[src/rtl/basilisk_input_unpack_pkg.sv]
// Shared definitions for the basilisk FPU input stage: fclass bit positions,
// the canonical NaN pattern and the unpacked-operand record for binary32.
package basilisk_input_unpack_pkg;

    localparam int FCLASS_W        = 10;
    localparam int FCLASS_NEG_INF  = 0;
    localparam int FCLASS_NEG_NORM = 1;
    localparam int FCLASS_NEG_SUB  = 2;
    localparam int FCLASS_NEG_ZERO = 3;
    localparam int FCLASS_POS_ZERO = 4;
    localparam int FCLASS_POS_SUB  = 5;
    localparam int FCLASS_POS_NORM = 6;
    localparam int FCLASS_POS_INF  = 7;
    localparam int FCLASS_SNAN     = 8;
    localparam int FCLASS_QNAN     = 9;

    // Canonical NaN: positive, significand {2'b11, 0...}
    localparam logic [1:0] CANON_NAN_MSBS = 2'b11;
    localparam logic       CANON_NAN_SIGN = 1'b0;

    localparam int EXP_WIDTH_DFLT  = 8;
    localparam int MANT_WIDTH_DFLT = 23;

    typedef struct packed {
        logic                              sign;
        logic signed [EXP_WIDTH_DFLT+1:0]  exp;
        logic        [MANT_WIDTH_DFLT:0]   mant;
        logic        [FCLASS_W-1:0]        fclass;
    } basilisk_unpacked_t;

endpackage

[src/rtl/basilisk_unpack_operand.sv]
// Stateless unpack of one IEEE-754 operand: classify + LZC on the raw input,
// exponent/significand normalisation on the stage-1 registered copy.
module basilisk_unpack_operand
    import basilisk_input_unpack_pkg::*;
#(
    parameter int EXP_WIDTH  = 8,
    parameter int MANT_WIDTH = 23,
    parameter int CANON_NAN  = 1,
    localparam int W  = 1 + EXP_WIDTH + MANT_WIDTH,
    localparam int EW = EXP_WIDTH + 2,
    localparam int LW = $clog2(MANT_WIDTH + 1)
) (
    input  logic                 [W-1:0]        raw,
    output logic                 [LW-1:0]       lzc,
    output logic                 [FCLASS_W-1:0] fclass,
    output logic                                snan,
    input  logic                 [W-1:0]        raw_p1,
    input  logic                 [LW-1:0]       lzc_p1,
    output logic                                sign,
    output logic signed          [EW-1:0]       exp,
    output logic                 [MANT_WIDTH:0] mant
);

    localparam logic signed [EW-1:0] BIAS        = EW'((2 ** (EXP_WIDTH - 1)) - 1);
    localparam logic signed [EW-1:0] EXP_SPECIAL = BIAS + EW'(1);

    function automatic logic [LW-1:0] count_lz(input logic [MANT_WIDTH-1:0] f);
        count_lz = LW'(MANT_WIDTH);
        for (int i = 0; i < MANT_WIDTH; i++)
            if (f[i]) count_lz = LW'(MANT_WIDTH - 1 - i);
    endfunction

    logic                  s0;
    logic [EXP_WIDTH-1:0]  e0, e1;
    logic [MANT_WIDTH-1:0] f0, f1;

    assign s0 = raw[W-1];
    assign e0 = raw[W-2 -: EXP_WIDTH];
    assign f0 = raw[MANT_WIDTH-1:0];
    assign e1 = raw_p1[W-2 -: EXP_WIDTH];
    assign f1 = raw_p1[MANT_WIDTH-1:0];

    assign lzc = count_lz(f0);

    always_comb begin
        fclass = '0;
        snan   = 1'b0;
        if (&e0 && f0 != '0) begin
            if (f0[MANT_WIDTH-1]) begin
                fclass[FCLASS_QNAN] = 1'b1;
            end else begin
                fclass[FCLASS_SNAN] = 1'b1;
                snan                = 1'b1;
            end
        end else if (&e0)
            fclass[s0 ? FCLASS_NEG_INF : FCLASS_POS_INF] = 1'b1;
        else if (e0 == '0 && f0 == '0)
            fclass[s0 ? FCLASS_NEG_ZERO : FCLASS_POS_ZERO] = 1'b1;
        else if (e0 == '0)
            fclass[s0 ? FCLASS_NEG_SUB : FCLASS_POS_SUB] = 1'b1;
        else
            fclass[s0 ? FCLASS_NEG_NORM : FCLASS_POS_NORM] = 1'b1;
    end

    // Subnormals: shift the fraction until its leading one reaches the significand MSB
    always_comb begin
        sign = raw_p1[W-1];
        exp  = '0;
        mant = '0;
        if (&e1) begin
            exp  = EXP_SPECIAL;
            mant = {1'b1, f1};
            if (f1 != '0 && CANON_NAN != 0) begin
                sign = CANON_NAN_SIGN;
                mant = {CANON_NAN_MSBS, {(MANT_WIDTH - 1){1'b0}}};
            end
        end else if (e1 == '0) begin
            if (f1 != '0) begin
                exp  = -BIAS - $signed({{(EW - LW){1'b0}}, lzc_p1});
                mant = {f1, 1'b0} << lzc_p1;
            end
        end else begin
            exp  = $signed({2'b00, e1}) - BIAS;
            mant = {1'b1, f1};
        end
    end

endmodule

[src/rtl/basilisk_input_unpack.sv]
// basilisk FPU input stage: two-stage operand unpack pipeline feeding a
// credit-protected output FIFO so execute units may stall without backpressure upstream.
module basilisk_input_unpack
    import basilisk_input_unpack_pkg::*;
#(
    parameter int OPERANDS     = 3,
    parameter int EXP_WIDTH    = 8,
    parameter int MANT_WIDTH   = 23,
    parameter int TAG_WIDTH    = 5,
    parameter int BUFFER_DEPTH = 4,
    parameter int CANON_NAN    = 1,
    localparam int W  = 1 + EXP_WIDTH + MANT_WIDTH,
    localparam int EW = EXP_WIDTH + 2,
    localparam int MW = MANT_WIDTH + 1
) (
    input  logic                           clk,
    input  logic                           rst,
    input  logic                           in_valid,
    output logic                           in_ready,
    input  logic [4:0]                     in_op,
    input  logic [2:0]                     in_rm,
    input  logic [TAG_WIDTH-1:0]           in_tag,
    input  logic [OPERANDS*W-1:0]          in_operands,
    output logic                           out_valid,
    input  logic                           out_ready,
    output logic [4:0]                     out_op,
    output logic [2:0]                     out_rm,
    output logic [TAG_WIDTH-1:0]           out_tag,
    output logic [OPERANDS-1:0]            out_sign,
    output logic [OPERANDS*EW-1:0]         out_exp,
    output logic [OPERANDS*MW-1:0]         out_mant,
    output logic [OPERANDS*FCLASS_W-1:0]   out_class,
    output logic                           out_invalid
);

    localparam int LW    = $clog2(MANT_WIDTH + 1);
    localparam int PW    = $clog2(BUFFER_DEPTH);
    localparam int CW    = $clog2(BUFFER_DEPTH + 1);
    localparam int PAY_W = 5 + 3 + TAG_WIDTH + 1 + OPERANDS * (1 + EW + MW + FCLASS_W);

    function automatic logic [PW-1:0] next_ptr(input logic [PW-1:0] p);
        return (p == PW'(BUFFER_DEPTH - 1)) ? '0 : p + PW'(1);
    endfunction

    logic [OPERANDS*LW-1:0]       lzc_p0;
    logic [OPERANDS*FCLASS_W-1:0] class_p0;
    logic [OPERANDS-1:0]          snan_p0;
    logic                         accept;

    logic                         vld_p1, invalid_p1;
    logic [4:0]                   op_p1;
    logic [2:0]                   rm_p1;
    logic [TAG_WIDTH-1:0]         tag_p1;
    logic [OPERANDS*W-1:0]        raw_p1;
    logic [OPERANDS*LW-1:0]       lzc_p1;
    logic [OPERANDS*FCLASS_W-1:0] class_p1;

    logic [OPERANDS-1:0]          sign_c;
    logic [OPERANDS*EW-1:0]       exp_c;
    logic [OPERANDS*MW-1:0]       mant_c;

    logic                         vld_p2, invalid_p2;
    logic [4:0]                   op_p2;
    logic [2:0]                   rm_p2;
    logic [TAG_WIDTH-1:0]         tag_p2;
    logic [OPERANDS-1:0]          sign_p2;
    logic [OPERANDS*EW-1:0]       exp_p2;
    logic [OPERANDS*MW-1:0]       mant_p2;
    logic [OPERANDS*FCLASS_W-1:0] class_p2;

    logic [PAY_W-1:0]             mem [BUFFER_DEPTH];
    logic [PW-1:0]                wr_ptr, rd_ptr;
    logic [CW-1:0]                count;
    logic [CW:0]                  pending;
    logic                         ready_en, enq, deq;

    for (genvar i = 0; i < OPERANDS; i++) begin : g_operand
        basilisk_unpack_operand #(
            .EXP_WIDTH  (EXP_WIDTH),
            .MANT_WIDTH (MANT_WIDTH),
            .CANON_NAN  (CANON_NAN)
        ) u_unpack (
            .raw    (in_operands[i*W +: W]),
            .lzc    (lzc_p0[i*LW +: LW]),
            .fclass (class_p0[i*FCLASS_W +: FCLASS_W]),
            .snan   (snan_p0[i]),
            .raw_p1 (raw_p1[i*W +: W]),
            .lzc_p1 (lzc_p1[i*LW +: LW]),
            .sign   (sign_c[i]),
            .exp    (exp_c[i*EW +: EW]),
            .mant   (mant_c[i*MW +: MW])
        );
    end

    // Credit counts every command already committed to a FIFO slot, so the FIFO never overflows
    assign pending  = {1'b0, count} + (CW + 1)'(vld_p1) + (CW + 1)'(vld_p2);
    assign in_ready = ready_en && (pending < (CW + 1)'(BUFFER_DEPTH));
    assign accept   = in_valid && in_ready;

    // Stage 1: raw fields, class and leading-zero count
    always_ff @(posedge clk or negedge rst) begin
        if (!rst) begin
            vld_p1     <= 1'b0;
            invalid_p1 <= 1'b0;
            op_p1      <= '0;
            rm_p1      <= '0;
            tag_p1     <= '0;
            raw_p1     <= '0;
            lzc_p1     <= '0;
            class_p1   <= '0;
        end else begin
            vld_p1 <= accept;
            if (accept) begin
                invalid_p1 <= |snan_p0;
                op_p1      <= in_op;
                rm_p1      <= in_rm;
                tag_p1     <= in_tag;
                raw_p1     <= in_operands;
                lzc_p1     <= lzc_p0;
                class_p1   <= class_p0;
            end
        end
    end

    // Stage 2: normalised sign / exponent / significand
    always_ff @(posedge clk or negedge rst) begin
        if (!rst) begin
            vld_p2     <= 1'b0;
            invalid_p2 <= 1'b0;
            op_p2      <= '0;
            rm_p2      <= '0;
            tag_p2     <= '0;
            sign_p2    <= '0;
            exp_p2     <= '0;
            mant_p2    <= '0;
            class_p2   <= '0;
        end else begin
            vld_p2 <= vld_p1;
            if (vld_p1) begin
                invalid_p2 <= invalid_p1;
                op_p2      <= op_p1;
                rm_p2      <= rm_p1;
                tag_p2     <= tag_p1;
                sign_p2    <= sign_c;
                exp_p2     <= exp_c;
                mant_p2    <= mant_c;
                class_p2   <= class_p1;
            end
        end
    end

    assign enq       = vld_p2;
    assign out_valid = (count != '0);
    assign deq       = out_valid && out_ready;

    // Output FIFO
    always_ff @(posedge clk or negedge rst) begin
        if (!rst) begin
            wr_ptr   <= '0;
            rd_ptr   <= '0;
            count    <= '0;
            ready_en <= 1'b0;
            for (int i = 0; i < BUFFER_DEPTH; i++) mem[i] <= '0;
        end else begin
            ready_en <= 1'b1;
            if (enq) begin
                mem[wr_ptr] <= {op_p2, rm_p2, tag_p2, invalid_p2, sign_p2, exp_p2, mant_p2, class_p2};
                wr_ptr      <= next_ptr(wr_ptr);
            end
            if (deq) rd_ptr <= next_ptr(rd_ptr);
            count <= count + CW'(enq) - CW'(deq);
        end
    end

    assign {out_op, out_rm, out_tag, out_invalid, out_sign, out_exp, out_mant, out_class} = mem[rd_ptr];

endmodule
[config.mk]
export PLATFORM = sky130hd
export DESIGN_NAME = basilisk_input_unpack
export DESIGN_NICKNAME = d
export VERILOG_FILES = /design/src/rtl/basilisk_input_unpack_pkg.sv /design/src/rtl/basilisk_unpack_operand.sv /design/src/rtl/basilisk_input_unpack.sv
export SDC_FILE = /design/constraint.sdc
export NUM_CORES = 2
export LEC_CHECK = 0
export ABC_AREA = 0
export ABC_CLOCK_PERIOD_IN_PS = 4200
export BUFFER_PORTS_ARGS = -buffer_cell sky130_fd_sc_hd__buf_2
export CAP_MARGIN = 10
export CELL_PAD_IN_SITES_DETAIL_PLACEMENT = 1
export CELL_PAD_IN_SITES_GLOBAL_PLACEMENT = 1
export CORE_MARGIN = 3
export CORE_UTILIZATION = 45
export DETAILED_ROUTE_END_ITERATION = 16
export GPL_TIMING_DRIVEN = 1
export PLACE_DENSITY = 0.79
export SLEW_MARGIN = 20
export SYNTH_ARGS = -nofsm -noshare
export SYNTH_HDL_FRONTEND = slang
export SYNTH_SLANG_ARGS = --single-unit
export TNS_END_PERCENT = 30
[constraint.sdc]
create_clock -name clk -period 4.2 [get_ports clk]
set_clock_uncertainty 0.2 [all_clocks]
set_input_delay 0.21 -clock clk [delete_from_list [all_inputs] [get_ports clk]]
set_output_delay 0.21 -clock clk [all_outputs]
set_load 0.02 [all_outputs]
Yosys cells after proc, flatten, opt, wreduce, memory -nomap -nowiden
Cells that the tools add are included.
- bits of input ports: 113
- bits in latches: 0
- memory bits (read-only): 0
- memories: 0
- register bits after elaboration: 910
- memory bits (writable): 0
- logic and storage cells: 281
- output and inout port bits: 151
- $lt $le $gt $ge: 28
- muxes and demuxes: 164
- divide/modulo/power cells: 0
- reduce and logical (&&, ||, !) cells: 45
- eq/ne operators: 2
- shifts and indexed selects: 3
- multipliers: 0
- $add $sub $neg: 12
- bitwise gates (word level): 2
- operators with widths (kind ; count):
    bitwise mux 596 bit ; 1
    two-way mux 149 bit ; 3
    greater-or-equal comparator 32 x 1 -> 1 bit, second input constant ; 12
    < comparator 32 x 6 -> 1 bit, second input constant ; 12
    binary-select mux 149 bit (select 2 bit) ; 1
    demux 149 bit (select 2 bit) ; 1
    two-way mux 5 bit ; 54
    two-way mux 24 bit ; 9
    two-way mux 10 bit ; 18
    nonzero test 23 bit ; 6
    << shifter 24 x 5 -> 24 bit ; 3
    zero test 23 bit ; 3
    two-way mux 23 bit ; 3
    two-way mux 3 bit ; 18
    demux 1 bit (select 4 bit) ; 12
    zero test 8 bit ; 6
    AND reduction 8 bit ; 6
    two-way mux 1 bit ; 30
    subtractor 8 x 6 -> 9 bit, first input constant ; 3
    subtractor 8 x 7 -> 9 bit, second input constant ; 3
    two-way mux 8 bit ; 3
    logical AND 1 bit ; 22
    two-way mux 2 bit ; 11
    greater-or-equal comparator 3 bit, second input constant ; 2
    11 further kinds ; 14

Longest topological paths before layout
- depth in word-level cells: 23
- depth in mapped cells: 10
- mapped depth without buffers: 9

Modules after synthesis
Synthesis repeated with hierarchy kept, for this count alone.
- cells, all modules: 3032
- area, all modules: 43950.9 um^2
- modules (own cells, without submodules) (module ; area an instance (um^2) ; seq. area each (um^2) ; times used ; cells each):
    basilisk_input_unpack ; 37778.7 ; 22771.8 ; 1 ; 2134
    basilisk_unpack_operand (g_operand[0].u_unpack ...) ; 2050.7 ; 0.0 ; 2 ; 297
    basilisk_unpack_operand (g_operand[2].u_unpack) ; 2070.7 ; 0.0 ; 1 ; 304

Worst setup path before layout
Ideal clock, no wire load.
- path type: register to register
- start: register count[0]
- end: register raw_p1[26]
- path slack: 1.622 ns
- arrival time: 2.251 ns
- period minus slack after synthesis: 2.578 ns
- cell stages (with the launch flop): 10
- path through: dfrtp_1 ha_1 a21oi_1 nand4bb_1 a21boi_1 nand2_2 inv_2 buf_4 buf_4 mux2_1
- cells in the longest elaborated chain, start to end: 5
- ends and longest elaborated chain (what ; RTL line ; RTL):
    start, declared ; basilisk_input_unpack.sv:73 ; logic [CW-1:0] count;
    start signal, assigned ; basilisk_input_unpack.sv:171 ; count <= count + CW'(enq) - CW'(deq);
    adder 3 x 1 -> 4 bit ; basilisk_input_unpack.sv:96 ; assign pending = {1'b0, count} + (CW + 1)'(vld_p1) + (CW + 1)'(vld_p2);
    adder 4 x 1 -> 4 bit ; basilisk_input_unpack.sv:96 ;
    < comparator 4 x 3 -> 1 bit ; basilisk_input_unpack.sv:97 ; assign in_ready = ready_en && (pending < (CW + 1)'(BUFFER_DEPTH));
    logical AND 1 bit ; basilisk_input_unpack.sv:97 ;
    named net in_ready ; basilisk_input_unpack.sv:19 ; output logic in_ready,
    logical AND 1 bit ; basilisk_input_unpack.sv:98 ; assign accept = in_valid && in_ready;
    end signal, assigned ; basilisk_input_unpack.sv:118 ; raw_p1 <= in_operands;
    end, declared ; basilisk_input_unpack.sv:54 ; logic [OPERANDS*W-1:0] raw_p1;
The timed path passes the listed nets, and every way through them passes these cells.
A chain may end at the register's enable or synchronous reset.

Final worst setup path
- start: input in_operands[67]
- end: register class_p1[24]
- cells in the longest elaborated chain, start to end: 5
- ends and longest elaborated chain (what ; RTL line ; RTL):
    start, declared ; basilisk_input_unpack.sv:23 ; input logic [OPERANDS*W-1:0] in_operands,
    zero test 23 bit ; basilisk_unpack_operand.sv:57 ; else if (e0 == '0 && f0 == '0)
    logical AND 1 bit ; basilisk_unpack_operand.sv:57 ;
    two-way mux 10 bit ; basilisk_unpack_operand.sv:57 ;
    two-way mux 10 bit ; basilisk_unpack_operand.sv:55 ; end else if (&e0)
    two-way mux 8 bit * ; basilisk_unpack_operand.sv:48 ; if (&e0 && f0 != '0) begin
    end signal, assigned ; basilisk_input_unpack.sv:120 ; class_p1 <= class_p0;
    end, declared ; basilisk_input_unpack.sv:56 ; logic [OPERANDS*FCLASS_W-1:0] class_p1;
Mark *: on every way between the ends. The rest lies on a longest branch, timed or not.

==> results.md <==
- Setup violators final: 0
- Wire per inst: 26.6 um
- NumNets Final: 3581
- H-tree Lvls: 3
- CP bufs+invs: 5
- Relative slew margins: 31.5%
- Pre-CTS WS: 1050 ps
- Hold Crit Class: primary input to async pin
- Pint: 24.0 mW
- Register area: 22400 um^2
- Die Area: 97200 um^2
- Post-synth EDFFs: 0
- Root Driver: clkbuf_16
- DP Wirelength: 81600 um
- Placement-stage cell area: 44900 um^2
- P_sw: 14.1 mW
- Vias in the first global route: 31900
- R2R Path End: lzc_p1[11]$_DFFE_PN0P_
- Yosys warning count: 0
- Drt via density: 6.04
- Crit. End Element: flop
- Multi-input logic area: 18600 um^2
- Ys flop type: dfrtp_1
- Max frequency: 277 MHz
- Area growth, synth to finish: 18.1%
- CTS Buf Count: 99
- Ys async rst share: 100%
- Cell area after layout: 49700 um^2
- I/O pin total: 264
- Mapped cell area: 42100 um^2
- Sequential share of power: 39.8%
- Commonest cells in the netlist: 895 x dfrtp_1, 663 x mux2_2, 190 x nand2_1
- Most common cell in the netlist: dfrtp_1
- Power Total: 38.0 mW
- CP peak stage delay: 720 ps
- Post CTS Setup Buffer Count: 0
- CTS-repair resized insts: 0
- Reg-to-reg startpoint: enq$_DFF_PN0_
- Starting density of the core: 45.6%
- Top post-synthesis cells by area: dfrtp_1 53%, mux2_2 18%, mux4_2 9.6%
- Crit path from: in_operands[67]
- Clock latency on the worst-skew pair: 680 ps
- Drt first pass iters: 5
- Arr. time, crit path: 4000 ps
- Power share of the combinational group: 36.1%
- Syn avg cell area: 13.6 um^2
- Setup_tns: 0 ps
- Endpoints failing hold: 0
- Switching part of the total: 37.0%
- Post-route DRC: 0
- Synth top area share: 53.2%
- Slew Viols, Final: 0
- Antenna violations before repair: 11
- Vias: 28900
- Post-synthesis sequential area ratio: 53.2%
- Clock share of power: 24.1%
- GPL Wtd Cong: 0.928
- Crit-path leading delay family: buffers and inverters
- TritonCTS clock tree: done
- Crit-path cells: dlygate4sd3_1, buf_2, or4_1, or4_4, nor2_4, dlygate4sd3_1, inv_2, o41ai_2, dlygate4sd3_1
- Finished Layout Cells: 4784
- Post-Route Utilization: 53.9%
- Reg-to-reg slack, setup: 850 ps
- Most frequent CP cell: dlygate4sd3_1
- WP data required: 4590 ps
- Worst vdd ir: 433 uV
- RSZ-0062 raised after global routing: no
- Number of port buffers: 263
- Die Height: 312 um
- Cell count after placement: 4459
- Worst Setup Start Kind: primary input
- Clock Sinks: 895
- First-pass GRT wire length: 198000 um
- Fill count: 9091
- Area leader, netlist: dfrtp_1
- Pin count of the biggest net entering global routing: 127
- Clk pin slew, worst setup/hold paths: 60 ps
- CP Class: primary input to flop
- Share of cells above drive strength 1: 38.5%
- Tightest Pin Transition: 1030 ps
- Cell count after synthesis: 3087
- Worst setup margin: 590 ps
- FP Rows: 111
- Post-synthesis net count: 3219
- Synth cell types: 82
- Run status: complete, no violations
- Worst r2r path cells: 8
- Max Cap Viol: 0
- Area of the core: 92200 um^2
- Total GRT Usage: 26.1%
- Die Width: 312 um
- Final antenna-violating net count: 0
- Fin crit share: 86.0%
- Slowest cell on crit path: dlygate4sd3_1
- DRT Wirelength: 127000 um
- Critical path fanouts, max: 5
- CTS max path bufs: 3
- Tmin final: 3610 ps
- Smallest hold slack: 19.7 ps
- Leakage power: 22.7 nW
- Power density cells: 765 nW/um^2
- 1st-iter DRT viols: 1982
- Grt ovf: 0
- #FFs+latches synth: 895
worst max path at each step:
stage                          endpoint  cells after the start  slack, ps
6_report       class_p1[24]$_DFFE_PN0P_                      9        590
5_1_grt        class_p1[14]$_DFFE_PN0P_                      9        520
3_3_place_gp     raw_p1[70]$_DFFE_PN0P_                      8       1080
4_1_cts        class_p1[17]$_DFFE_PN0P_                     10        110
3_5_place_dp     raw_p1[69]$_DFFE_PN0P_                      8       1050
2_1_floorplan    raw_p1[26]$_DFFE_PN0P_                      9       1620
layout by cell type, fill, tap and decap left out, drive strengths merged, types with 10 or more instances in the layout:
cell type and instances:
clkbuf 152, ha 18, and2 13, nand3 40, a22o 10, o21ai 117, o31ai 20, o41ai 10
xnor2 12, nor3 23, a21oi 68, nor2 111, mux2 737, mux2i 74, diode 11, nand2 191
a221o 26, dlygate4sd3 132, clkinv 11, buf 331, o211ai 11, bufinv 11, inv 60, nand4 19
o2bb2ai 24, dfrtp 895, and3 17, a31oi 20, nor4 44, mux4 180, a22oi 21
flip-flops by register name, indices dropped and copies added, names as in the netlist, 2 cells and up:
name / flops
tag_p1: 5
mem: 584
op_p2: 5
count: 3
exp_p2: 27
rm_p1: 3
wr_ptr: 2
raw_p1: 96
rm_p2: 3
rd_ptr: 2
sign_p2: 3
mant_p2: 72
lzc_p1: 15
class_p1: 30
op_p1: 5
class_p2: 30
tag_p2: 5
power groups by stage:
stage          sequential [mW]  clock, mW  combinational (mW)
2_1_floorplan             13.4          0                10.1
3_3_place_gp              14.9          0                13.0
3_5_place_dp              15.1          0                13.4
4_1_cts                   15.0       9.31                13.7
5_1_grt                   15.6       9.73                14.7
6_report                  15.1       9.17                13.7
layout make-up:
class / instances / area share (%)
inverter: 55 / 0.423
antenna: 11 / 0.0554
tap: 1243 / 3.13
timing repair buffer: 463 / 6.93
sequential: 895 / 45.1
clock buffer: 152 / 5.93
clock inverter: 30 / 0.947
multi-input combinational: 1935 / 37.5
layer usage:
layer | track usage, % | routed length [um]
met5 | 0 | 7
met4 | 9.47 | 4310
met3 | 4.28 | 6790
met2 | 43.4 | 62500
met1 | 34.8 | 53800
logic make-up (layout without fill, tap and decap cells):
kind of cell / count (synthesis) / after routing / synth area share, %
AO/OA/AOI/OAI: 404 / 404 / 6.47
XOR/XNOR: 16 / 16 / 0.333
adder cells (fa/ha/maj): 19 / 19 / 0.583
buffers and inverters: 257 / 700 / 2.58
flip-flops: 895 / 895 / 53.2
multiplexers: 991 / 991 / 31.1
other: 1 / 12 / 0.00891
AND/OR/NAND/NOR: 504 / 504 / 5.70
repair_timing:
action / 4_1_cts / 5_1_grt
endpoints found under the hold margin: 246 / 0
setup endpoints to repair: 0 / 2
hold buffers: 133 / 0
(Power assumes the default switching activity.)
